### config.mk
export PLATFORM = sky130hd
export DESIGN_NAME = second_fft_sched
export DESIGN_NICKNAME = d
export VERILOG_FILES = /design/src/rtl/second_fft_sched.sv
export SDC_FILE = /design/constraint.sdc
export NUM_CORES = 1
export LEC_CHECK = 0
export ABC_CLOCK_PERIOD_IN_PS = 3100
export BUFFER_PORTS_ARGS = -buffer_cell sky130_fd_sc_hd__buf_2
export CELL_PAD_IN_SITES_DETAIL_PLACEMENT = 1
export CELL_PAD_IN_SITES_GLOBAL_PLACEMENT = 1
export CORE_MARGIN = 3
export CORE_UTILIZATION = 36
export CTS_CLUSTER_DIAMETER = 120
export DETAILED_ROUTE_END_ITERATION = 8
export PLACE_DENSITY = 0.81
export SLEW_MARGIN = 20
export SYNTH_ARGS = -nofsm -noshare
export SYNTH_HDL_FRONTEND = slang
export SYNTH_SLANG_ARGS = --single-unit
### constraint.sdc
create_clock -name clk -period 3.1 [get_ports clk]
set_clock_uncertainty 0.15 [all_clocks]
set_input_delay 0 -clock clk [delete_from_list [all_inputs] [get_ports clk]]
set_output_delay 0 -clock clk [all_outputs]
set_load 0.02 [all_outputs]
### src/rtl/second_fft_sched.sv
// Second-stage FFT input sequencer: walks every channel of a buffered block, reads
// FFT_LEN samples per channel and streams them out under a frame-credit limit.
module second_fft_sched #(
    parameter int DATA_WIDTH   = 64,
    parameter int N_FREQ       = 128,
    parameter int DEPTH        = 32,
    parameter int ASSERT       = 2,
    parameter int MAX_INFLIGHT = 4,
    parameter int IW           = $clog2(N_FREQ),
    parameter int CW           = $clog2(DEPTH) - $clog2(ASSERT)
) (
    input  logic                  clk,
    input  logic                  rst,
    input  logic                  start,
    output logic                  busy,
    output logic                  done,
    output logic                  overrun,
    output logic                  credit_err,
    output logic [15:0]           frame_cnt,
    output logic                  rd_en,
    output logic [IW+CW-1:0]      rd_addr,
    input  logic [DATA_WIDTH-1:0] rd_data,
    output logic [DATA_WIDTH-1:0] data_out,
    output logic [CW-1:0]         data_count,
    output logic [IW-1:0]         data_index,
    output logic                  out_valid,
    input  logic                  out_ready,
    input  logic                  fft_done
);
    localparam int FFT_LEN = DEPTH / ASSERT;
    localparam int KW      = $clog2(MAX_INFLIGHT + 1);
    localparam logic [KW-1:0] CRED_MAX = KW'(MAX_INFLIGHT);
    localparam logic [CW-1:0] SMP_LAST = CW'(FFT_LEN - 1);
    localparam logic [IW-1:0] CH_LAST  = IW'(N_FREQ - 1);

    typedef enum logic [1:0] {IDLE = 2'd0, RUN = 2'd1, DRAIN = 2'd2} state_t;

    state_t                 state_r, state_nxt_s;
    logic [IW-1:0]          ch_r;
    logic [CW-1:0]          smp_r;
    logic [KW-1:0]          credits_r;
    logic                   pend_r;
    logic [IW+CW-1:0]       tag_r;
    logic [1:0]             occ_r;
    logic [DATA_WIDTH-1:0]  data0_r, data1_r;
    logic [IW+CW-1:0]       tag0_r, tag1_r;
    logic                   busy_r, done_r, overrun_r, credit_err_r;
    logic [15:0]            frame_cnt_r;

    logic run_s, drain_s, idle_s, pop_s, push_s, room_s, cred_ok_s, issue_s;
    logic last_rd_s, final_pop_s, dec_s, inc_s;

    // State register
    always_ff @(posedge clk) begin
        if (rst) begin
            state_r <= IDLE;
        end else begin
            state_r <= state_nxt_s;
        end
    end

    // Next-state logic
    always_comb begin
        state_nxt_s = state_r;
        case (state_r)
            IDLE:    if (start)     state_nxt_s = RUN;   else state_nxt_s = IDLE;
            RUN:     if (last_rd_s) state_nxt_s = DRAIN; else state_nxt_s = RUN;
            DRAIN:   if (done_r)    state_nxt_s = IDLE;  else state_nxt_s = DRAIN;
            default: state_nxt_s = IDLE;
        endcase
    end

    // State decode
    always_comb begin
        idle_s  = 1'b0;
        run_s   = 1'b0;
        drain_s = 1'b0;
        case (state_r)
            IDLE:    idle_s  = 1'b1;
            RUN:     run_s   = 1'b1;
            DRAIN:   drain_s = 1'b1;
            default: idle_s  = 1'b1;
        endcase
    end

    // A read may issue only if its data is guaranteed a buffer slot when it lands.
    assign pop_s       = out_valid & out_ready;
    assign push_s      = pend_r;
    assign room_s      = ({1'b0, occ_r} + {2'b00, pend_r}) < (3'd2 + {2'b00, pop_s});
    assign cred_ok_s   = (smp_r != {CW{1'b0}}) | (credits_r != {KW{1'b0}});
    assign issue_s     = run_s & room_s & cred_ok_s & ~rst;
    assign last_rd_s   = issue_s & (ch_r == CH_LAST) & (smp_r == SMP_LAST);
    assign final_pop_s = drain_s & pop_s & (occ_r == 2'd1) & ~pend_r;
    assign dec_s       = issue_s & (smp_r == {CW{1'b0}});
    assign inc_s       = fft_done & (credits_r != CRED_MAX);

    // Read sequencing, credits and status flags
    always_ff @(posedge clk) begin
        if (rst) begin
            ch_r         <= {IW{1'b0}};
            smp_r        <= {CW{1'b0}};
            credits_r    <= CRED_MAX;
            pend_r       <= 1'b0;
            tag_r        <= {(IW+CW){1'b0}};
            busy_r       <= 1'b0;
            done_r       <= 1'b0;
            overrun_r    <= 1'b0;
            credit_err_r <= 1'b0;
            frame_cnt_r  <= 16'd0;
        end else begin
            if (idle_s && start) begin
                ch_r  <= {IW{1'b0}};
                smp_r <= {CW{1'b0}};
            end else if (issue_s) begin
                if (smp_r == SMP_LAST) begin
                    smp_r <= {CW{1'b0}};
                    ch_r  <= ch_r + 1'b1;
                end else begin
                    smp_r <= smp_r + 1'b1;
                end
            end else begin
                smp_r <= smp_r;
            end
            if (dec_s && !fft_done) begin
                credits_r <= credits_r - 1'b1;
            end else if (inc_s && !dec_s) begin
                credits_r <= credits_r + 1'b1;
            end else begin
                credits_r <= credits_r;
            end
            pend_r       <= issue_s;
            tag_r        <= {ch_r, smp_r};
            credit_err_r <= credit_err_r | (fft_done & (credits_r == CRED_MAX));
            overrun_r    <= overrun_r | (start & busy_r);
            done_r       <= final_pop_s;
            frame_cnt_r  <= frame_cnt_r + {15'd0, done_r};
            if (idle_s && start) begin
                busy_r <= 1'b1;
            end else if (done_r) begin
                busy_r <= 1'b0;
            end else begin
                busy_r <= busy_r;
            end
        end
    end

    // Two-entry output buffer; slot 0 is the stream head
    always_ff @(posedge clk) begin
        if (rst) begin
            occ_r   <= 2'd0;
            data0_r <= {DATA_WIDTH{1'b0}};
            data1_r <= {DATA_WIDTH{1'b0}};
            tag0_r  <= {(IW+CW){1'b0}};
            tag1_r  <= {(IW+CW){1'b0}};
        end else begin
            case ({push_s, pop_s})
                2'b10: begin
                    if (occ_r == 2'd0) begin
                        data0_r <= rd_data;
                        tag0_r  <= tag_r;
                    end else begin
                        data1_r <= rd_data;
                        tag1_r  <= tag_r;
                    end
                    occ_r <= occ_r + 2'd1;
                end
                2'b01: begin
                    data0_r <= data1_r;
                    tag0_r  <= tag1_r;
                    occ_r   <= occ_r - 2'd1;
                end
                2'b11: begin
                    if (occ_r == 2'd1) begin
                        data0_r <= rd_data;
                        tag0_r  <= tag_r;
                    end else begin
                        data0_r <= data1_r;
                        tag0_r  <= tag1_r;
                        data1_r <= rd_data;
                        tag1_r  <= tag_r;
                    end
                end
                default: occ_r <= occ_r;
            endcase
        end
    end

    assign rd_en      = issue_s;
    assign rd_addr    = {ch_r, smp_r};
    assign data_out   = data0_r;
    assign data_index = tag0_r[IW+CW-1:CW];
    assign data_count = tag0_r[CW-1:0];
    assign out_valid  = (occ_r != 2'd0);
    assign busy       = busy_r;
    assign done       = done_r;
    assign overrun    = overrun_r;
    assign credit_err = credit_err_r;
    assign frame_cnt  = frame_cnt_r;
endmodule

==> run summary, run 1 <==
Final Max Slew Viols - 0
initial antenna violation count - 1
final wirelength - 23070 um
Port Buffers - 176
Syn. warnings - 0
CTS Buffer Depth - 2
most common cell after layout, fill and taps aside - dfxtp_1
Synth async-reset ratio - 0
Syn Std Cell Area - 7889 um^2
WP data required - 3.25 ns
RSZ-0062 raised after global routing - no
share of cells above drive strength 1 - 0.2128
die area - 23730 um^2
Critical Path AT - 3.10 ns
DR iter-0 viols - 302
Final min period - 2.945 ns
grt ovf - 0
Mapped Nets - 1002
Tot GR Track Use - 0.1927
area of the multi-input gates - 3577 um^2
Setup CP Type - reg2reg
initial core utilization - 0.3706
routability cong. - 0.7858
root buffer cell - clkbuf_16
Mean Syn Cell Area - 8.612 um^2
Site Rows - 53
area delta synth->final - 31.80%
Vias/cell - 5.205
Setup-failing EPs final - 0
leakage - 0.004128 uW
Util after Layout - 0.4885
Detail Placement HPWL - 14390 um
number of diodes - 0
outcome - finished, final reports clean
Clock Latency Late Sink - 0.43 ns
Max VDD drop - 377.9 uV
Vias - 7350
CTS Buf Count - 17
final hold viol count - 0
maxcap violations - 0
Max FO, Critical Path - 5
CTS tree - done
Startpoint Class - register
Die Width - 154.0 um
first-pass GRT wire length - 38210 um
core area - 21290 um^2
Post-synth top flop - dfxtp_1
maximum clock frequency - 339.6 MHz
Hold WC Path Type - in2reg
IO Pins - 177
Final Power - 8718 uW
largest area contributor in the netlist - dfxtp_1
worst slew pin tran - 0.8070 ns
number of global-route vias before repair - 7558
Cell variety after synth - 43
Seq. cell area - 4006 um^2
crit share post-route - 0.9500
1st-pass router iterations - 4
area share of the largest cell type after synthesis - 0.5075
largest net degree at the start of global routing - 87
number of synthesized flops with an enable pin - 0
CTS H-tree lvls - 4
ranking of synthesized cells by area - dfxtp_1, nand2_1, a211oi_1, a22oi_1, nor2_1
CTS clk-pin slew, worst paths - 0.08 ns
FF+latch count, synth - 200
most frequent cells in the layout - dfxtp_1, buf_2, nand2_1
P per Cell Area - 838.4 nW/um^2
fillers - 2486
clock sinks - 200
drt wl/cell - 16.34 um
Post-DRT Antenna Nets - 0
Rel. slew slack - 0.4620
Critical Path End Type - register
Chip Height - 154.0 um
setup TNS - 0 ns
detailed-route DRC error count - 0
Layout Nets - 1210
Seq/Total Area, Yosys - 0.5075
Syn Inst Count - 916
[synth_stat cells, types with 6 or more instances]
cell type / n
inv_1: 16
nand2_1: 165
ha_1: 16
xor2_1: 12
dfxtp_1: 200
a211oi_1: 78
a21oi_1: 82
a22oi_1: 77
clkbuf_1: 54
xnor2_1: 9
nand2b_1: 6
buf_1: 11
nand3_1: 16
nor2_1: 111
nor2b_1: 11
[flip-flops by register name, indices dropped and copies added, names as in the netlist]
| signal | count |
|---|---|
| busy | 1 |
| ch_r | 7 |
| credit_err | 1 |
| credits_r | 3 |
| data1_r | 64 |
| data_out | 64 |
| done | 1 |
| frame_cnt | 16 |
| occ_r | 2 |
| overrun | 1 |
| pend_r | 1 |
| smp_r | 4 |
| state_r | 2 |
| tag0_r | 11 |
| tag1_r | 11 |
| tag_r | 11 |
[logic make-up (layout without fill, tap and decap cells)]
group	Yosys count	in the layout	share of synthesized area
adder cells (fa/ha/maj)	17	17	0.02791
multiplexers	4	4	0.005234
AO/OA/AOI/OAI	254	254	0.2173
buffers and inverters	89	310	0.04457
XOR/XNOR	21	21	0.02332
flip-flops	200	200	0.5075
AND/OR/NAND/NOR	331	331	0.1741
[worst max-delay path, stage by stage (launching register included)]
cell	delay [ns]
dfxtp_2	0.35
ha_1	0.20
ha_1	0.17
or3b_4	0.42
a21oi_4	0.17
and3_4	0.20
nand2_1	0.06
fa_2	0.35
or4_1	0.51
a21oi_1	0.16
a311oi_1	0.07
[final timing paths]
path,from,to,slack (ns),depth (start not counted)
setup / recovery,pend_r,credits_r[2],0.16,10
hold / removal,rd_data[7],data1_r[7],0.21,4
setup reg to reg,pend_r,credits_r[2],0.16,10
hold reg to reg,tag_r[10],tag1_r[10],0.31,2
[where the power goes]
part	internal, uW	leakage [uW]	total (uW)	switching [uW]
Sequential	3060	0.00163	3330	270
Combinational	1090	0.00220	3100	2010
Clock	1190	0.000302	2290	1100
[cell type report]
cell class	count	area share
multi-input cells	627	0.3440
inverters	17	0.006137
clock buffers	18	0.04224
well taps	275	0.03309
repair buffers	261	0.1727
clock inverters	14	0.01649
flip-flops and latches	200	0.3853
[layer usage]
metal / share of wire / track usage / vias to the layer above
li1: - / - / 3601
met1: 0.44 / 0.2433 / 3532
met2: 0.49 / 0.3313 / 165
met3: 0.038 / 0.03265 / 50
met4: 0.027 / 0.06939 / 2
met5: 0.00030 / 0 / -
[what timing repair did]
item	4_1_cts	5_1_grt
setup buffers	0	2
endpoints found under the hold margin	152	0
hold buffers	68	0
setup endpoints to repair	0	1
gates resized for setup	0	4
[metrics by stage]
step / std cells / setup slack [ns] / cell area, um^2 / hold slack (ns)
after floorplan: 916 / 0.1445 / 7889 / -0.01404
after global placement: 1310 / 0.1530 / 9081 / 0.1043
after detailed placement: 1310 / 0.07354 / 9081 / 0.1106
after CTS: 1410 / 0.05813 / 10370 / 0.1935
after global routing: 1412 / 0.02244 / 10400 / 0.2238
final: 1412 / 0.1551 / 10400 / 0.2061
Power figures use the tool's default switching activity.
==> run 2: changes to the inputs <==
ABC_CLOCK_PERIOD_IN_PS = 3200   (was 3100)
CORE_UTILIZATION = 40   (was 36)
PLACE_DENSITY = 0.84   (was 0.81)
clock period = 3.2 ns   (was 3.1 ns; I/O delays follow)
==> run summary, run 2 (same netlist as run 1, synthesis figures left out) <==
root buffer cell - clkbuf_16
Critical Path AT - 3.22 ns
largest net degree at the start of global routing - 151
CTS Buffer Depth - 2
Chip Height - 146.4 um
WP data required - 3.36 ns
IO Pins - 177
CTS tree - done
grt ovf - 0
Post-DRT Antenna Nets - 0
detailed-route DRC error count - 0
routability cong. - 0.7944
crit share post-route - 0.9557
Max VDD drop - 553.2 uV
RSZ-0062 raised after global routing - no
1st-pass router iterations - 5
P per Cell Area - 820.4 nW/um^2
outcome - finished, final reports clean
Port Buffers - 176
Hold WC Path Type - in2reg
DR iter-0 viols - 406
worst r2r path cells - 10
Setup CP Type - reg2reg
Final Power - 8441 uW
Seq. cell area - 4005 um^2
Final min period - 3.058 ns
Vias - 7483
Clock Latency Late Sink - 0.43 ns
final hold viol count - 0
Vias/cell - 5.372
most frequent cells in the layout - dfxtp_1, buf_2, nand2_1
Final Max Slew Viols - 0
drt wl/cell - 17.73 um
Tot GR Track Use - 0.2282
Critical Path End Type - register
CTS Buf Count - 17
Die Width - 146.4 um
Startpoint Class - register
Layout Nets - 1205
area of the multi-input gates - 3570 um^2
clock sinks - 200
Detail Placement HPWL - 13790 um
maxcap violations - 0
Site Rows - 50
fillers - 2279
share of cells above drive strength 1 - 0.2049
final wirelength - 24700 um
Max FO, Critical Path - 5
most common cell after layout, fill and taps aside - dfxtp_1
maximum clock frequency - 327.0 MHz
CTS H-tree lvls - 4
die area - 21440 um^2
initial antenna violation count - 1
setup TNS - 0 ns
area delta synth->final - 30.42%
first-pass GRT wire length - 40270 um
number of global-route vias before repair - 7939
Hold Path Stages - 4
CTS clk-pin slew, worst paths - 0.08 ns
core area - 19020 um^2
Rel. slew slack - 0.2586
Setup-failing EPs final - 0
initial core utilization - 0.4148
leakage - 0.004072 uW
worst slew pin tran - 1.112 ns
==> run 2: cell types whose count changed in the layout (fill, tap and decap cells not counted), sizes merged <==
cell | previous run | this run
buf | 193 | 188
bufinv | 1 | 3
clkbuf | 18 | 19
clkinvlp | 0 | 3
diode | 0 | 1
inv | 27 | 21
==> run 2: layout make-up <==
| class | instances | share of cell area |
|---|---|---|
| flip-flops and latches | 200 | 0.3893 |
| multi-input cells | 627 | 0.3470 |
| repair buffers | 256 | 0.1672 |
| clock buffers | 19 | 0.04208 |
| well taps | 260 | 0.03162 |
| clock inverters | 13 | 0.01642 |
| inverters | 17 | 0.006202 |
| diodes | 1 | 0.0002432 |
==> run 2: path summary, 6_finish.rpt <==
| path | from | endpoint | slack (ns) |
|---|---|---|---|
| worst max-delay path | pend_r | credits_r[2] | 0.14 |
| worst min-delay path | rd_data[57] | data1_r[57] | 0.22 |
| worst max register to register | pend_r | credits_r[2] | 0.14 |
| worst min register to register | tag1_r[0] | tag1_r[0] | 0.31 |
==> run 2: repair_timing <==
item / 4_1_cts / 5_1_grt
resized for setup: 0 / 1
hold endpoints to repair: 144 / 0
setup endpoints to repair: 0 / 1
hold buffers: 68 / 0
setup buffers: 0 / 1
==> run 2: stage by stage <==
stage	util	setup slack, ns	area, um^2	hold slack (ns)	instances
after floorplan	-	0.2445	7889	-0.01404	916
after global placement	0.4730	0.2432	8995	0.1037	1291
after detailed placement	0.4730	0.08375	8995	0.1119	1291
after CTS	0.5404	0.06570	10280	0.1951	1391
after global routing	0.5410	0.04850	10290	0.2282	1393
final	0.5410	0.1418	10290	0.2171	1393
==> run 2: critical path, stage by stage, from the launching register on <==
cell      delay [ns]
dfxtp_1         0.36
ha_1            0.22
ha_1            0.18
or3b_4          0.43
a21oi_4         0.13
and3_1          0.18
nand2_1         0.08
fa_1            0.42
or4_1           0.53
a21oi_1         0.18
a311oi_1        0.07
==> run 2: power by group <==
part / internal [uW] / switching, uW
Sequential: 2970 / 273
Combinational: 1000 / 1970
Clock: 1240 / 989
==> run 2: routing by layer <==
metal / up-vias / routed length [um] / global-route usage
li1: 3593 / - / -
met2: 199 / 12430 / 0.4084
met5: - / 0 / 0
met4: 0 / 828 / 0.09878
met3: 62 / 968 / 0.04283
met1: 3629 / 10470 / 0.2662
==> run 3: changes to the inputs <==
==> constraint.sdc (replaced) <==
create_clock -name clk -period 3.2 [get_ports clk]
set_clock_uncertainty 0.15 [all_clocks]
set_input_delay 0.64 -clock clk [delete_from_list [all_inputs] [get_ports clk]]
set_output_delay 0.64 -clock clk [all_outputs]
set_load 0.02 [all_outputs]
==> run summary, run 3 (same netlist as run 1, synthesis figures left out) <==
outcome - finished, final reports clean
clock sinks - 200
CP delay by family, top - simple AND/OR/NAND/NOR gates
CTS Buffer Depth - 2
largest net degree at the start of global routing - 191
first-pass GRT wire length - 35670 um
Critical Path Max Stage Delay - 0.43 ns
Vias/cell - 5.291
maxcap violations - 0
worst slew pin tran - 0.9855 ns
fillers - 2323
Detail Placement HPWL - 13370 um
Worst Path Buf+Inv - 2
maximum clock frequency - 322.4 MHz
final instance area - 9575 um^2
Post-DRT Antenna Nets - 0
WP data required - 2.41 ns
Tot GR Track Use - 0.2002
Startpoint Class - register
DR iter-0 viols - 398
routability cong. - 0.7953
IO Pins - 177
Setup-failing EPs final - 0
most frequent cells in the layout - dfxtp_1, buf_2, nand2_1
CTS H-tree lvls - 4
most common cell after layout, fill and taps aside - dfxtp_1
Max VDD drop - 403.0 uV
Critical Path AT - 2.31 ns
Clock Latency Late Sink - 0.43 ns
post-placement cell area - 9012 um^2
core area - 19020 um^2
final wirelength - 21780 um
Final Max Slew Viols - 0
crit share post-route - 0.9692
drt wl/cell - 16.49 um
Chip Height - 146.4 um
Max FO, Critical Path - 5
Setup CP Type - reg2out
# hold bufs at CTS - 0
Worst path slowest cell - or3b_4
grt ovf - 0
sequence of cells on the critical path - ha_1 -> ha_1 -> or3b_4 -> a21oi_4 -> buf_4 -> and2_2 -> buf_2
Final min period - 3.102 ns
CTS clk-pin slew, worst paths - 0.07 ns
Die Width - 146.4 um
final hold viol count - 0
root buffer cell - clkbuf_16
Layout Nets - 1135
initial core utilization - 0.4148
area delta synth->final - 21.38%
Rel. slew slack - 0.3430
Site Rows - 50
1st-pass router iterations - 4
initial antenna violation count - 0
CTS tree - done
leakage - 0.003777 uW
share of cells above drive strength 1 - 0.2177
CTS Buf Count - 17
most used cell, CP - ha_1
setup TNS - 0 ns
Hold WC Path Type - reg2reg
Vias - 6989
detailed-route DRC error count - 0
number of global-route vias before repair - 6973
die area - 21440 um^2
P per Cell Area - 848.8 nW/um^2
RSZ-0062 raised after global routing - no
Port Buffers - 176
number of diodes - 0
Critical Path End Type - primary output
[run 3: changes by cell type in the layout (fill, tap and decap cells not counted), moves of 2 or more]
cell           before  now
buf_4               7    3
dlygate4sd3_1      68    0
clkinv_2            2    4
bufinv_16           3    1
buf_12              5    7
clkbuf_1            2    0
[run 3: routing by layer]
layer  part of all wire  vias to the layer above  GRT usage
met2               0.51                      126     0.3531
met3              0.034                       18    0.04004
met1               0.44                     3393     0.2485
li1                   -                     3452          -
met5                  0                        -          0
met4              0.014                        0    0.05691
[run 3: area by class of cell]
cell class                      instances  area (um^2)  share of cell area
Inverter                               17        63.81            0.006664
Tap cell                              260        325.3             0.03397
Clock inverter                         13        122.6             0.01281
Sequential cell                       200         4004              0.4181
Multi-Input combinational cell        627         3571              0.3729
Clock buffer                           18        439.2             0.04586
Timing Repair Buffer                  186         1050              0.1096
[run 3: metrics by stage]
stage | cells | hold slack [ns] | util | setup slack [ns] | total power, uW
detailed placement | 1290 | 0.2964 | 0.4739 | 0.2081 | 6124
global route | 1321 | 0.2914 | 0.5035 | 0.01245 | 8638
global placement | 1290 | 0.2878 | 0.4739 | 0.2860 | 6033
floorplan | 916 | 0.2823 | - | 0.2445 | 5159
CTS | 1321 | 0.2856 | 0.5034 | 0.01146 | 8231
finish | 1321 | 0.3054 | 0.5035 | 0.09842 | 8128
[run 3: worst reg2reg max path, cell delays in order, from the launching register on]
cell and delay [ns]:
dfxtp_1 0.36, ha_1 0.23, ha_1 0.18, or3b_4 0.43, a21oi_4 0.13, and3_1 0.18
nand2_1 0.07, fa_1 0.41, or4_1 0.52, a21oi_1 0.17, a311oi_1 0.07
[run 3: final timing paths]
check	startpoint	end	slack, ns	cells past startpoint
min	data1_r[48]	data1_r[48]	0.31	2
min reg2reg	data1_r[48]	data1_r[48]	0.31	2
max reg2reg	pend_r	credits_r[2]	0.19	10
max	pend_r	rd_en	0.1	7
[run 3: timing repair]
| item | CTS | global route |
|---|---|---|
| endpoints found under the hold margin | 0 | 0 |
| buffers inserted | 0 | 0 |
| gates resized for setup | 0 | 1 |
| setup endpoints to repair | 0 | 1 |
[run 3: power by group]
part           switching, uW  leakage (uW)  internal, uW
combinational           1880       0.00187           952
clock                    987      0.000276          1100
sequential               246       0.00163          2960
